### src/rtl/fp_mul_arb.sv
`default_nettype none
// ============================================================================
// Module   : fp_mul_arb
// Purpose  : Round-robin sharing of one pipelined fp_mul among NREQ requesters,
//            with a requester-ID tag pipeline routing results back to owners.
// Revision : 1.0 - initial release
// ============================================================================
module fp_mul_arb #(
  parameter int NREQ = 4,
  parameter int LAT  = 3,
  parameter int IDW  = 2
) (
  input  logic                      clk,
  input  logic                      rst,
  input  logic                      en,
  input  logic [NREQ-1:0]           req_valid,
  output logic [NREQ-1:0]           req_ready,
  input  logic [NREQ*32-1:0]        req_a,
  input  logic [NREQ*32-1:0]        req_b,
  output logic [NREQ-1:0]           rsp_valid,
  output logic [31:0]               rsp_r,
  output logic                      m_rstn,
  output logic                      m_src_valid,
  output logic [22:0]               m_a_man,
  output logic [7:0]                m_a_exp,
  output logic                      m_a_sign,
  output logic [22:0]               m_b_man,
  output logic [7:0]                m_b_exp,
  output logic                      m_b_sign,
  input  logic [22:0]               m_r_man,
  input  logic [7:0]                m_r_exp,
  input  logic                      m_r_sign,
  input  logic                      m_dst_valid,
  output logic [$clog2(LAT+1)-1:0]  inflight,
  output logic                      err_unexp,
  output logic                      err_miss
);

  localparam int c_cnt_w = $clog2(LAT+1);

  logic [IDW-1:0]     r_ptr;
  logic [NREQ-1:0]    w_rot;
  logic [IDW-1:0]     w_off;
  logic [IDW:0]       w_sum;
  logic               w_gnt_any;
  logic [IDW-1:0]     w_gnt_id;
  logic [NREQ-1:0]    w_gnt;
  logic               w_accept;
  logic [IDW-1:0]     w_ptr_nxt;
  logic [31:0]        w_a;
  logic [31:0]        w_b;

  logic               r_src_valid;
  logic [IDW-1:0]     r_src_id;
  logic [31:0]        r_a;
  logic [31:0]        r_b;
  logic [LAT-1:0]     r_tag_v;
  logic [IDW-1:0]     r_tag_id [LAT];
  logic [NREQ-1:0]    r_rsp_valid;
  logic [31:0]        r_rsp_r;
  logic               r_err_unexp;
  logic               r_err_miss;

  logic               w_hit;
  logic [NREQ-1:0]    w_rsp_oh;
  logic [c_cnt_w-1:0] w_cnt;

  // Rotate requests so bit 0 is the pointer position; the lowest set bit wins.
  always_comb begin
    w_rot     = NREQ'({req_valid, req_valid} >> r_ptr);
    w_gnt_any = 1'b0;
    w_off     = '0;
    for (int k = NREQ-1; k >= 0; k--) begin
      if (w_rot[k]) begin
        w_gnt_any = 1'b1;
        w_off     = IDW'(k);
      end
    end
    w_sum = {1'b0, r_ptr} + {1'b0, w_off};
    if (w_sum >= (IDW+1)'(NREQ)) begin
      w_sum = w_sum - (IDW+1)'(NREQ);
    end
    w_gnt_id = w_sum[IDW-1:0];
  end

  always_comb begin
    w_gnt = '0;
    w_a   = '0;
    w_b   = '0;
    for (int i = 0; i < NREQ; i++) begin
      if (w_gnt_id == IDW'(i)) begin
        w_gnt[i] = w_gnt_any;
        w_a      = req_a[i*32 +: 32];
        w_b      = req_b[i*32 +: 32];
      end
    end
  end

  assign req_ready = (en && !rst) ? w_gnt : '0;
  assign w_accept  = |(req_valid & req_ready);
  assign w_ptr_nxt = (w_gnt_id == IDW'(NREQ-1)) ? '0 : w_gnt_id + 1'b1;

  assign w_hit = r_tag_v[LAT-1] & m_dst_valid;

  always_comb begin
    w_rsp_oh = '0;
    for (int i = 0; i < NREQ; i++) begin
      w_rsp_oh[i] = (r_tag_id[LAT-1] == IDW'(i));
    end
  end

  // Operations still inside the multiplier: the output stage is excluded
  // because its result is on the multiplier outputs this cycle.
  always_comb begin
    w_cnt = c_cnt_w'(r_src_valid);
    for (int k = 0; k < LAT-1; k++) begin
      w_cnt = w_cnt + c_cnt_w'(r_tag_v[k]);
    end
  end

  always_ff @(posedge clk) begin
    if (rst) begin
      r_ptr       <= '0;
      r_src_valid <= 1'b0;
      r_src_id    <= '0;
      r_a         <= '0;
      r_b         <= '0;
      r_tag_v     <= '0;
      for (int k = 0; k < LAT; k++) begin
        r_tag_id[k] <= '0;
      end
      r_rsp_valid <= '0;
      r_rsp_r     <= '0;
      r_err_unexp <= 1'b0;
      r_err_miss  <= 1'b0;
    end else begin
      if (w_accept) begin
        r_ptr    <= w_ptr_nxt;
        r_src_id <= w_gnt_id;
        r_a      <= w_a;
        r_b      <= w_b;
      end
      r_src_valid <= w_accept;
      // Tag follows the issue strobe so the last stage lines up with dst_valid.
      r_tag_v[0]  <= r_src_valid;
      r_tag_id[0] <= r_src_id;
      for (int k = 1; k < LAT; k++) begin
        r_tag_v[k]  <= r_tag_v[k-1];
        r_tag_id[k] <= r_tag_id[k-1];
      end
      r_rsp_valid <= w_hit ? w_rsp_oh : '0;
      if (w_hit) begin
        r_rsp_r <= {m_r_sign, m_r_exp, m_r_man};
      end
      if (m_dst_valid && !r_tag_v[LAT-1]) begin
        r_err_unexp <= 1'b1;
      end
      if (r_tag_v[LAT-1] && !m_dst_valid) begin
        r_err_miss <= 1'b1;
      end
    end
  end

  assign m_rstn      = ~rst;
  assign m_src_valid = r_src_valid;
  assign {m_a_sign, m_a_exp, m_a_man} = r_a;
  assign {m_b_sign, m_b_exp, m_b_man} = r_b;
  assign rsp_valid   = r_rsp_valid;
  assign rsp_r       = r_rsp_r;
  assign inflight    = w_cnt;
  assign err_unexp   = r_err_unexp;
  assign err_miss    = r_err_miss;

endmodule
`default_nettype wire

### config.mk
export PLATFORM = sky130hd
export DESIGN_NAME = fp_mul_arb
export DESIGN_NICKNAME = d
export VERILOG_FILES = /design/src/rtl/fp_mul_arb.sv
export SDC_FILE = /design/constraint.sdc
export NUM_CORES = 1
export LEC_CHECK = 0
export CAP_MARGIN = 30
export CELL_PAD_IN_SITES_DETAIL_PLACEMENT = 2
export CELL_PAD_IN_SITES_GLOBAL_PLACEMENT = 2
export CORE_MARGIN = 5
export CORE_UTILIZATION = 20
export CTS_CLUSTER_SIZE = 40
export DETAILED_ROUTE_END_ITERATION = 8
export PLACE_DENSITY_LB_ADDON = 0.1
export SLEW_MARGIN = 0
export SYNTH_ARGS = -nofsm -noshare
export SYNTH_HDL_FRONTEND = slang
export SYNTH_SLANG_ARGS = --single-unit
export TNS_END_PERCENT = 10
### constraint.sdc
create_clock -name clk -period 10.74 [get_ports clk]
set_input_delay 2.148 -clock clk [delete_from_list [all_inputs] [get_ports clk]]
set_output_delay 2.148 -clock clk [all_outputs]
set_load 0.02 [all_outputs]
==> results.toml, run 1 <==
[global_route]
antenna_violations_before_repair = 9
grt_pass1_wl_um = 50160
track_usage_pct = 18.22
first_global_vias = 8092
grt_start_max_net_pins = 71
overflow = 0

[power]
power_report.internal_total_mw = 1.125
ir_drop_mv = 0.1153
netSwitchingFraction_pct = 38.90
leakagePower_nw = 4.555
power.clock.fraction_pct = 31.5
pwr-share-comb_pct = 41.8
seq_power_share_pct = 26.7
p_per_area_nw_per_um2 = 164.9
total_switching_power_uw = 716.4

[worst_setup_path]
critPathSlowestCell = "sky130_fd_sc_hd__clkdlybuf4s50_1"
worst-path-buf-inv = 2
worst-endpoint-arrival_ns = 5.93
kind_of_end_point_of_the_critical_path = "output pin"
critical-path-top-cell-by-count = "sky130_fd_sc_hd__clkdlybuf4s50_1"
worst_ep_required_time_ns = 8.59
critical_path.max_fanout = 62
cp_top_family = "buffers and inverters"
path_cells = "clkdlybuf4s50_1 > nor2b_1 > a221oi_1 > a31oi_1 > a211o_1 > ha_1 > xnor2_1 > xor2_1 > ha_4 > and2_1 > clkdlybuf4s50_1"
critical_setup_path_kind = "primary input to output pin"
critical-path-max-stage-delay_ns = 0.65
worstSetupStartpointType = "primary input"

[finish]
top_library_cells_by_usage_in_the_layout_fill_and_taps_aside = "sky130_fd_sc_hd__clkdlybuf4s50_1, sky130_fd_sc_hd__a21oi_1, sky130_fd_sc_hd__nand2_1"
sequential_cell_area_um2 = 2322
multiInputGateArea_um2 = 3575
layout_commonest_cell = "sky130_fd_sc_hd__clkdlybuf4s50_1"
layout.cells.non_filler = 1581
area_growth_syn_to_fin_pct = 79.11
fraction_of_final_layout_cells_with_drive_strength_greater_than_1_pct = 4.657
nNetsFinal = 1470
nFillCells = 3479

[sta]
timing.fmax_ghz = 0.1237
final.setup.worst_slack_ns = 2.657
skew_ns = 0.008379
final-max-slew-violation-count = 0
worst_slew_pin_slew_ns = 0.8924
layout_min_cycle_time_ns = 8.083
finalHoldViolCount = 0
timing.slew.headroom_pct = 40.51
timing.setup.tns_ns = 0
setup_violating_endpoint_count_in_the_final_report = 0
rsz0062_at_grt = "no"
min_period_over_period_pct = 75.26

[floorplan]
rows = 64
design.die.area_um2 = 34800
chipWidth_um = 186.6
io-pin-count = 406
initial_core_util_pct = 20.33
dieHeight_um = 186.6
core-area_um2 = 30670

[synthesis]
synth.yosys.seq_area_share_pct = 37.25
yosys_warnings = 0
synthMuxAreaShare_pct = 0.1806
mappedNetlistArea_um2 = 6235
ys_seq_elements = 116
synthesis.nets = 1119
synth_fa_ha_area_share_pct = 1.325
synth_compound_gate_area_share_pct = 35.12
netlist_instances = 817
synth_cell_types = 39
yosys.area_share.simple_pct = 19.61
avgSynthCellArea_um2 = 7.631
synthXorXnorAreaFrac_pct = 0.4214
largest_family_of_logic_cells_by_synthesized_area = "compound AO/OA/AOI/OAI gates"

[cts]
root_buffer = "sky130_fd_sc_hd__clkbuf_16"
cts-htree-levels = 4
post_cts_buffers = 0
max-clock-path-buffers = 2
worst_setup_hold_path_clk_slew_ns = 0.06
cts_buffers = 17
cts-resized-gates = 0
cts_sinks = 116
tritoncts = "built"
holdBufCountCts = 0
clkLatencyLatePin_ns = 0.42

[drt]
routed_wire_length_per_instance_um = 20.92
antenna_left = 0
first_iter_violations = 195
detail_route.wirelength_um = 33070
drc = 0
drt_pass1_iterations = 4
num_vias = 7471
detail_route.vias_per_cell = 4.725

[job]
drv.max_cap_violation_count = 0

[placement]
hpwl_um = 24750
port-buffer-count = 405
placement.setup.worst_slack_ns = 2.576
place.detailed.instances = 1545
finalWeightedCongestion = 0.7696

[hold_path]
holdCritPathClass = "register to register"

[status]
outcome = "finished clean"
==> per-stage QoR <==
stage | instance area [um2] | hold slack [ns] | utilization [%] | power, mW
2_1_floorplan | 6235 | 0.4138 | - | 0.9438
3_3_place_gp | 10550 | 0.4218 | 34.40 | 1.277
3_5_place_dp | 10550 | 0.4292 | 34.40 | 1.291
4_1_cts | 11160 | 0.4447 | 36.38 | 1.886
5_1_grt | 11170 | 0.4620 | 36.41 | 1.972
6_report | 11170 | 0.4392 | 36.41 | 1.842
==> power by group through the flow <==
stage / clock network (mW) / registers (mW) / logic (mW)
after floorplan: 0 / 0.539 / 0.405
after global placement: 0 / 0.499 / 0.778
after detailed placement: 0 / 0.501 / 0.790
after CTS: 0.600 / 0.492 / 0.793
after global routing: 0.619 / 0.497 / 0.857
final: 0.580 / 0.492 / 0.769
==> worst register-to-register path, stage by stage, from the launching register on <==
cell	delay, ns
sky130_fd_sc_hd__dfxtp_1	0.41
sky130_fd_sc_hd__nor2b_1	0.19
sky130_fd_sc_hd__a221oi_1	0.29
sky130_fd_sc_hd__a31oi_1	0.07
sky130_fd_sc_hd__a211o_1	0.30
sky130_fd_sc_hd__ha_1	0.20
sky130_fd_sc_hd__xnor2_1	0.34
sky130_fd_sc_hd__xor2_1	0.39
sky130_fd_sc_hd__ha_4	0.20
sky130_fd_sc_hd__buf_4	0.55
sky130_fd_sc_hd__a22o_1	0.32
sky130_fd_sc_hd__o2111ai_4	0.11
sky130_fd_sc_hd__buf_4	0.40
sky130_fd_sc_hd__inv_2	0.40
sky130_fd_sc_hd__buf_4	0.59
sky130_fd_sc_hd__o211a_1	0.30
==> worst paths after layout <==
kind,startpoint,to,cells past startpoint,slack (ns)
worst min-delay path,r_tag_id[0][1]$_SDFF_PP0_,r_tag_id[0][3]$_SDFF_PP0_,1,0.44
worst max-delay path,req_valid[1],req_ready[3],11,2.66
worst min register to register,r_tag_id[0][1]$_SDFF_PP0_,r_tag_id[0][3]$_SDFF_PP0_,1,0.44
worst max register to register,r_ptr[0]$_SDFFE_PP0P_,r_a[11]$_SDFFE_PP0P_,15,5.62
==> cell families (layout without fill, tap and decap cells) <==
| logic type | Yosys count | after routing |
|---|---|---|
| XOR/XNOR | 3 | 3 |
| flip-flops | 116 | 116 |
| buffers and inverters | 90 | 454 |
| AND/OR/NAND/NOR | 239 | 239 |
| other | 0 | 4 |
| AO/OA/AOI/OAI | 362 | 362 |
| adder cells (fa/ha/maj) | 6 | 6 |
| multiplexers | 1 | 1 |
==> cell type report <==
cell class | instances | area share (%)
inverter | 5 | 0.1681
antenna | 4 | 0.08964
clock buffer | 17 | 3.810
tap | 396 | 4.437
sequential | 116 | 20.80
multi-input combinational | 611 | 32.01
clock inverter | 15 | 1.625
timing repair buffer | 417 | 37.06
==> synthesized netlist by cell type, drive strengths merged <==
master | number | area (um2)
a21oi | 221 | 1106
nand2 | 130 | 488.0
dfxtp | 116 | 2322
nand3b | 64 | 480.5
o21ai | 63 | 315.3
o211a | 62 | 620.6
clkbuf | 61 | 229.0
buf | 24 | 132.6
nor2 | 14 | 52.55
nor2b | 13 | 81.33
ha | 5 | 62.56
inv | 5 | 18.76
nor3 | 5 | 25.02
and2 | 4 | 25.02
a211oi | 3 | 22.52
a221oi | 3 | 26.28
a22o | 2 | 17.52
nor4 | 2 | 12.51
nor4b | 2 | 17.52
o2111ai | 2 | 35.04
or4 | 2 | 18.77
xnor2 | 2 | 17.52
a211o | 1 | 8.760
a31oi | 1 | 6.260
and3 | 1 | 6.260
and4 | 1 | 8.760
fa | 1 | 20.02
mux2 | 1 | 11.26
o211ai | 1 | 7.510
o21a | 1 | 7.510
o31ai | 1 | 7.510
o32ai | 1 | 8.760
or3 | 1 | 6.260
xor2 | 1 | 8.760
==> metal layers <==
metal	vias up	GRT usage [%]	wire [um]
met3	38	7.623	2815
met5	-	0	57
met2	264	31.56	16440
met4	10	5.241	616
met1	3532	20.54	13140
li1	3627	-	-
==> state kept, by name (all words and copies together) (netlist names) <==
| name | count |
|---|---|
| rsp_valid | 4 |
| r_a | 32 |
| r_ptr | 2 |
| r_b | 32 |
| r_src_id | 2 |
| err_unexp | 1 |
| r_tag_id | 6 |
| err_miss | 1 |
| r_tag_v | 3 |
| rsp_r | 32 |
| m_src_valid | 1 |
Note: power is estimated with default switching activity, not from simulation.
==> inputs of run 2 (changes only) <==
--- a/config.mk
+++ b/config.mk
@@ -9,7 +9,7 @@
 export CELL_PAD_IN_SITES_DETAIL_PLACEMENT = 2
 export CELL_PAD_IN_SITES_GLOBAL_PLACEMENT = 2
 export CORE_MARGIN = 5
-export CORE_UTILIZATION = 20
+export CORE_UTILIZATION = 17
 export CTS_CLUSTER_SIZE = 40
 export DETAILED_ROUTE_END_ITERATION = 8
 export PLACE_DENSITY_LB_ADDON = 0.1
==> constraint.sdc (replaced) <==
create_clock -name clk -period 6.82 [get_ports clk]
set_input_delay 1.364 -clock clk [delete_from_list [all_inputs] [get_ports clk]]
set_output_delay 1.364 -clock clk [all_outputs]
set_load 0.02 [all_outputs]
==> run 2 against run 1 <==
Against the previous run:
- first-iteration DRC count down 1.0%
- worst hold slack worse by 0.0023 ns
- global-route usage decreased by 1.2 points
- sequential power grew 58%
- largest power group unchanged
- cell count is 4.6% higher
- combinational power grew 60%
- core utilization fell by 5.5 points
- sequential share of layout area fell by 0.17 points
- clock skew is 0.00055 ns lower
==> results.toml, run 2 (same netlist as run 1, synthesis figures left out) <==
[status]
outcome = "finished clean"

[worst_setup_path]
worst_ep_required_time_ns = 5.46
path_cells = "clkdlybuf4s50_1 > nor2b_1 > a221oi_1 > a31oi_1 > a211o_1 > ha_1 > xnor2_1 > xor2_1 > ha_4 > and2_1 > clkdlybuf4s50_1"
worst-path-buf-inv = 2
r2r_cells = 14
worst-endpoint-arrival_ns = 4.68
worst-r2r-setup-slack_ns = 2.29
critPathSlowestCell = "sky130_fd_sc_hd__clkdlybuf4s50_1"
cp_top_family = "buffers and inverters"
critical_setup_path_kind = "primary input to output pin"
critical-path-max-stage-delay_ns = 0.67
kind_of_end_point_of_the_critical_path = "output pin"
critical_path.max_fanout = 8
crit-reg2reg-capture = "r_src_id[1]$_SDFFE_PP0P_"
worstSetupStartpointType = "primary input"
worst_r2r_startpoint = "r_ptr[0]$_SDFFE_PP0P_"
critical-path-top-cell-by-count = "sky130_fd_sc_hd__clkdlybuf4s50_1"

[sta]
timing.slew.headroom_pct = 39.38
rsz0062_at_grt = "no"
layout_min_cycle_time_ns = 6.045
worst_slew_pin_slew_ns = 0.9093
timing.fmax_ghz = 0.1654
min_period_over_period_pct = 88.64
setup_violating_endpoint_count_in_the_final_report = 0
timing.setup.tns_ns = 0
skew_ns = 0.007833
finalHoldViolCount = 0
final-max-slew-violation-count = 0

[floorplan]
dieHeight_um = 201.5
chipWidth_um = 201.5
core-area_um2 = 36430
rows = 70
initial_core_util_pct = 17.11
io-pin-count = 406
design.die.area_um2 = 40600

[hold_path]
holdCritPathClass = "register to register"
min_to = "r_tag_id[0][4]$_SDFF_PP0_"
whs_path_depth = 1
worst_hold_startpoint = "r_tag_id[0][2]$_SDFF_PP0_"

[power]
leakagePower_nw = 4.551
ir_drop_mv = 0.1868
p_per_area_nw_per_um2 = 256.0

[drt]
first_iter_violations = 193
num_vias = 7525
detail_route.vias_per_cell = 4.552
routed_wire_length_per_instance_um = 21.50
drc = 0
detail_route.wirelength_um = 35550
drt_pass1_iterations = 4
antenna_left = 0

[finish]
fraction_of_final_layout_cells_with_drive_strength_greater_than_1_pct = 4.484
layout_commonest_cell = "sky130_fd_sc_hd__clkdlybuf4s50_1"
area_growth_syn_to_fin_pct = 80.59
nNetsFinal = 1472
top_library_cells_by_usage_in_the_layout_fill_and_taps_aside = "sky130_fd_sc_hd__clkdlybuf4s50_1, sky130_fd_sc_hd__a21oi_1, sky130_fd_sc_hd__nand2_1"
finalInstanceArea_um2 = 11260

[global_route]
grt_pass1_wl_um = 52660
antenna_violations_before_repair = 11
track_usage_pct = 17.01
first_global_vias = 8163
overflow = 0
grt_start_max_net_pins = 101

[cts]
post_cts_buffers = 0
root_buffer = "sky130_fd_sc_hd__clkbuf_16"
cts_sinks = 116
clkLatencyLatePin_ns = 0.43
cts_buffers = 17
worst_setup_hold_path_clk_slew_ns = 0.06
cts-resized-gates = 0
cts-htree-levels = 4
holdBufCountCts = 0
tritoncts = "built"
max-clock-path-buffers = 2

[placement]
hpwl_um = 26310
finalWeightedCongestion = 0.7599
port-buffer-count = 405
dpl-instance-area_um2 = 10670

[job]
drv.max_cap_violation_count = 0
[run 2: metrics by stage]
step | setup slack [ns] | hold slack (ns) | util (%) | total power [mW] | cells
6_report | 0.7751 | 0.4369 | 30.90 | 2.882 | 1653
4_1_cts | 0.7244 | 0.4402 | 30.81 | 2.951 | 1649
3_5_place_dp | 0.7047 | 0.4254 | 29.27 | 2.031 | 1618
3_3_place_gp | 0.7535 | 0.4183 | 29.27 | 2.017 | 1618
2_1_floorplan | 1.537 | 0.4138 | - | 1.486 | 817
5_1_grt | 0.5434 | 0.4590 | 30.90 | 3.088 | 1652
[run 2: area by class of cell]
| cell class | instances | area [um2] |
|---|---|---|
| Inverter | 5 | 18.77 |
| Multi-Input combinational cell | 611 | 3580 |
| Sequential cell | 116 | 2322 |
| Antenna cell | 3 | 7.507 |
| Fill cell | 4147 | 25180 |
| Clock buffer | 21 | 450.4 |
| Clock inverter | 10 | 108.9 |
| Tap cell | 468 | 585.6 |
| Timing Repair Buffer | 419 | 4187 |
[run 2: routing by layer]
layer | GRT usage [%] | vias to the layer above | share of wire, %
li1 | - | 3628 | -
met1 | 19.26 | 3609 | 40
met2 | 29.46 | 228 | 50
met3 | 7.252 | 42 | 8.1
met4 | 4.492 | 18 | 1.1
met5 | 0 | - | 0.34
[run 2: worst register-to-register path: cells and delay by family (launching register included)]
kind | cells | cell delay (ns)
buf+inv | 2 | 1.07
compound gates | 6 | 1.21
fa+ha+maj | 2 | 0.44
xor+xnor | 2 | 0.60
simple gates | 2 | 0.73
flops | 1 | 0.41
[run 2: worst max-delay path by stage]
| stage | start | end | cells past startpoint |
|---|---|---|---|
| finish | req_valid[1] | req_ready[2] | 11 |
| global route | req_valid[1] | req_ready[2] | 11 |
| CTS | req_valid[1] | req_ready[2] | 11 |
| detailed placement | req_valid[1] | r_src_id[1]$_SDFFE_PP0P_ | 15 |
| global placement | req_valid[1] | req_ready[2] | 11 |
| floorplan | req_valid[0] | req_ready[1] | 13 |
[run 2: power by group]
part	internal, mW	total, mW	switching, mW	leakage, nW
Combinational	0.540	1.23	0.687	3.34
Clock	0.541	0.881	0.339	0.272
Sequential	0.740	0.775	0.0354	0.942
Total	1.82	2.88	1.06	4.55
==> inputs of run 3 (changes only) <==
--- a/config.mk
+++ b/config.mk
@@ -9,9 +9,11 @@
 export CELL_PAD_IN_SITES_DETAIL_PLACEMENT = 2
 export CELL_PAD_IN_SITES_GLOBAL_PLACEMENT = 2
 export CORE_MARGIN = 5
-export CORE_UTILIZATION = 17
+export CORE_UTILIZATION = 29
 export CTS_CLUSTER_SIZE = 40
 export DETAILED_ROUTE_END_ITERATION = 8
+export DONT_BUFFER_PORTS = 1
+export GPL_ROUTABILITY_DRIVEN = 1
 export PLACE_DENSITY_LB_ADDON = 0.1
 export SLEW_MARGIN = 0
 export SYNTH_ARGS = -nofsm -noshare
==> run 3 against run 2 <==
Against the previous run:
- sequential share of layout area up 13 points
- clock power down 1%
- worst hold slack worse by 0.0028 ns
- clock-buffer cell count down 4
- critical path type unchanged
- largest cell class is now multi-input combinational cells
- highest routed layer is now met4
==> results.toml, run 3 (same netlist as run 1, synthesis figures left out) <==
[status]
outcome = "finished clean"

[power]
total_switching_power_uw = 999.1
ir_drop_mv = 0.1348
pwr-share-comb_pct = 31.9
seq_power_share_pct = 34.1
netSwitchingFraction_pct = 39.15
p_per_area_nw_per_um2 = 367.9
power.clock.fraction_pct = 34.1
leakagePower_nw = 3.010
power_report.internal_total_mw = 1.553

[finish]
finalInstanceArea_um2 = 6938
utilization_pct = 32.90
nFillCells = 2414
sequential_cell_area_um2 = 2322
num_antenna_cells = 0
area_growth_syn_to_fin_pct = 11.28
top_library_cells_by_usage_in_the_layout_fill_and_taps_aside = "sky130_fd_sc_hd__a21oi_1, sky130_fd_sc_hd__nand2_1, sky130_fd_sc_hd__dfxtp_1"
fraction_of_final_layout_cells_with_drive_strength_greater_than_1_pct = 6.718
multiInputGateArea_um2 = 3575
nNetsFinal = 1063
layout_commonest_cell = "sky130_fd_sc_hd__a21oi_1"

[cts]
max-clock-path-buffers = 2
cts-resized-gates = 0
post_cts_buffers = 0
worst_setup_hold_path_clk_slew_ns = 0.06
root_buffer = "sky130_fd_sc_hd__clkbuf_16"
tritoncts = "built"
cts-htree-levels = 4
cts_sinks = 116
holdBufCountCts = 0
clkLatencyLatePin_ns = 0.42
cts_buffers = 17

[sta]
min_period_over_period_pct = 77.27
hold_slack_ns = 0.4341
timing.setup.tns_ns = 0
timing.fmax_ghz = 0.1898
timing.slew.headroom_pct = 33.90
final-max-slew-violation-count = 0
finalHoldViolCount = 0
skew_ns = 0.009757
setup_violating_endpoint_count_in_the_final_report = 0
worst_slew_pin_slew_ns = 0.9916
final.setup.worst_slack_ns = 1.550
layout_min_cycle_time_ns = 5.270
rsz0062_at_grt = "no"

[drt]
antenna_left = 0
num_vias = 6023
detail_route.vias_per_cell = 5.742
first_iter_violations = 220
detail_route.wirelength_um = 26860
routed_wire_length_per_instance_um = 25.60
drc = 0
drt_pass1_iterations = 4

[global_route]
grt_pass1_wl_um = 39230
first_global_vias = 6519
overflow = 0
grt_start_max_net_pins = 105
track_usage_pct = 20.82
antenna_violations_before_repair = 0

[job]
drv.max_cap_violation_count = 0

[floorplan]
chipWidth_um = 156.6
core-area_um2 = 21090
initial_core_util_pct = 29.57
rows = 53
io-pin-count = 406
dieHeight_um = 156.6
design.die.area_um2 = 24530

[placement]
hpwl_um = 20500
placement.setup.worst_slack_ns = 1.446
dpl-instance-area_um2 = 6347
finalWeightedCongestion = 0.8502
port-buffer-count = 0

[worst_setup_path]
kind_of_end_point_of_the_critical_path = "output pin"
worst-endpoint-arrival_ns = 3.91
critical-path-top-cell-by-count = "sky130_fd_sc_hd__xnor2_1"
worst_ep_required_time_ns = 5.46
critical_setup_path_kind = "primary input to output pin"
critPathSlowestCell = "sky130_fd_sc_hd__ha_2"
critical_path.max_fanout = 31
path_cells = "nor2b_1 > a221oi_1 > a31oi_1 > a211o_1 > ha_1 > xnor2_1 > xnor2_1 > ha_2 > and2_1"
worstSetupStartpointType = "primary input"
critical-path-max-stage-delay_ns = 0.71

[hold_path]
holdCritPathClass = "register to register"
-- run 3: cell count changes in the layout (fill, tap and decap cells not counted), sizes merged --
cell           change
clkdlybuf4s50    -404
clkinv             -1
buf                -5
clkbuf             -4
bufinv             -1
clkinvlp           -1
diode              -3
inv                +8
-- run 3: routing by layer --
layer	wire (um)	global-route usage, %
met1	9224	21.12
met2	14260	38.27
met3	2978	9.458
met4	396	6.157
met5	0	0
-- run 3: power by group through the flow --
| stage | combinational [mW] | sequential [mW] | clock (mW) |
|---|---|---|---|
| floorplan | 0.637 | 0.849 | 0 |
| global placement | 0.781 | 0.887 | 0 |
| detailed placement | 0.822 | 0.887 | 0 |
| CTS | 0.824 | 0.873 | 0.898 |
| global route | 0.914 | 0.879 | 0.929 |
| finish | 0.813 | 0.869 | 0.870 |
-- run 3: area by class of cell --
| cell class | count | share of cell area [%] |
|---|---|---|
| Tap cell | 275 | 4.959 |
| Sequential cell | 116 | 33.47 |
| Timing Repair Buffer | 10 | 1.551 |
| Clock buffer | 17 | 6.132 |
| Clock inverter | 15 | 2.092 |
| Inverter | 5 | 0.2705 |
| Multi-Input combinational cell | 611 | 51.52 |
-- run 3: final timing paths --
kind	startpoint	endpoint	slack, ns	cells past startpoint
max reg2reg	r_ptr[0]$_SDFFE_PP0P_	r_b[4]$_SDFFE_PP0P_	2.31	13
min	r_tag_id[0][3]$_SDFF_PP0_	r_tag_id[0][5]$_SDFF_PP0_	0.43	1
max	req_valid[1]	req_ready[0]	1.55	9
min reg2reg	r_tag_id[0][3]$_SDFF_PP0_	r_tag_id[0][5]$_SDFF_PP0_	0.43	1
-- run 3: worst max-delay path, delay by kind of cell --
kind                     cells  cell delay, ns
AND/OR/NAND/NOR              2            0.39
XOR/XNOR                     2            0.60
AO/OA/AOI/OAI                3            0.63
adder cells (fa/ha/maj)      2            0.90
-- run 3: stage by stage --
stage	power, mW	std cells
after global placement	1.668	1015
after CTS	2.596	1048
final	2.552	1049
after detailed placement	1.709	1016
after global routing	2.723	1049
after floorplan	1.486	817
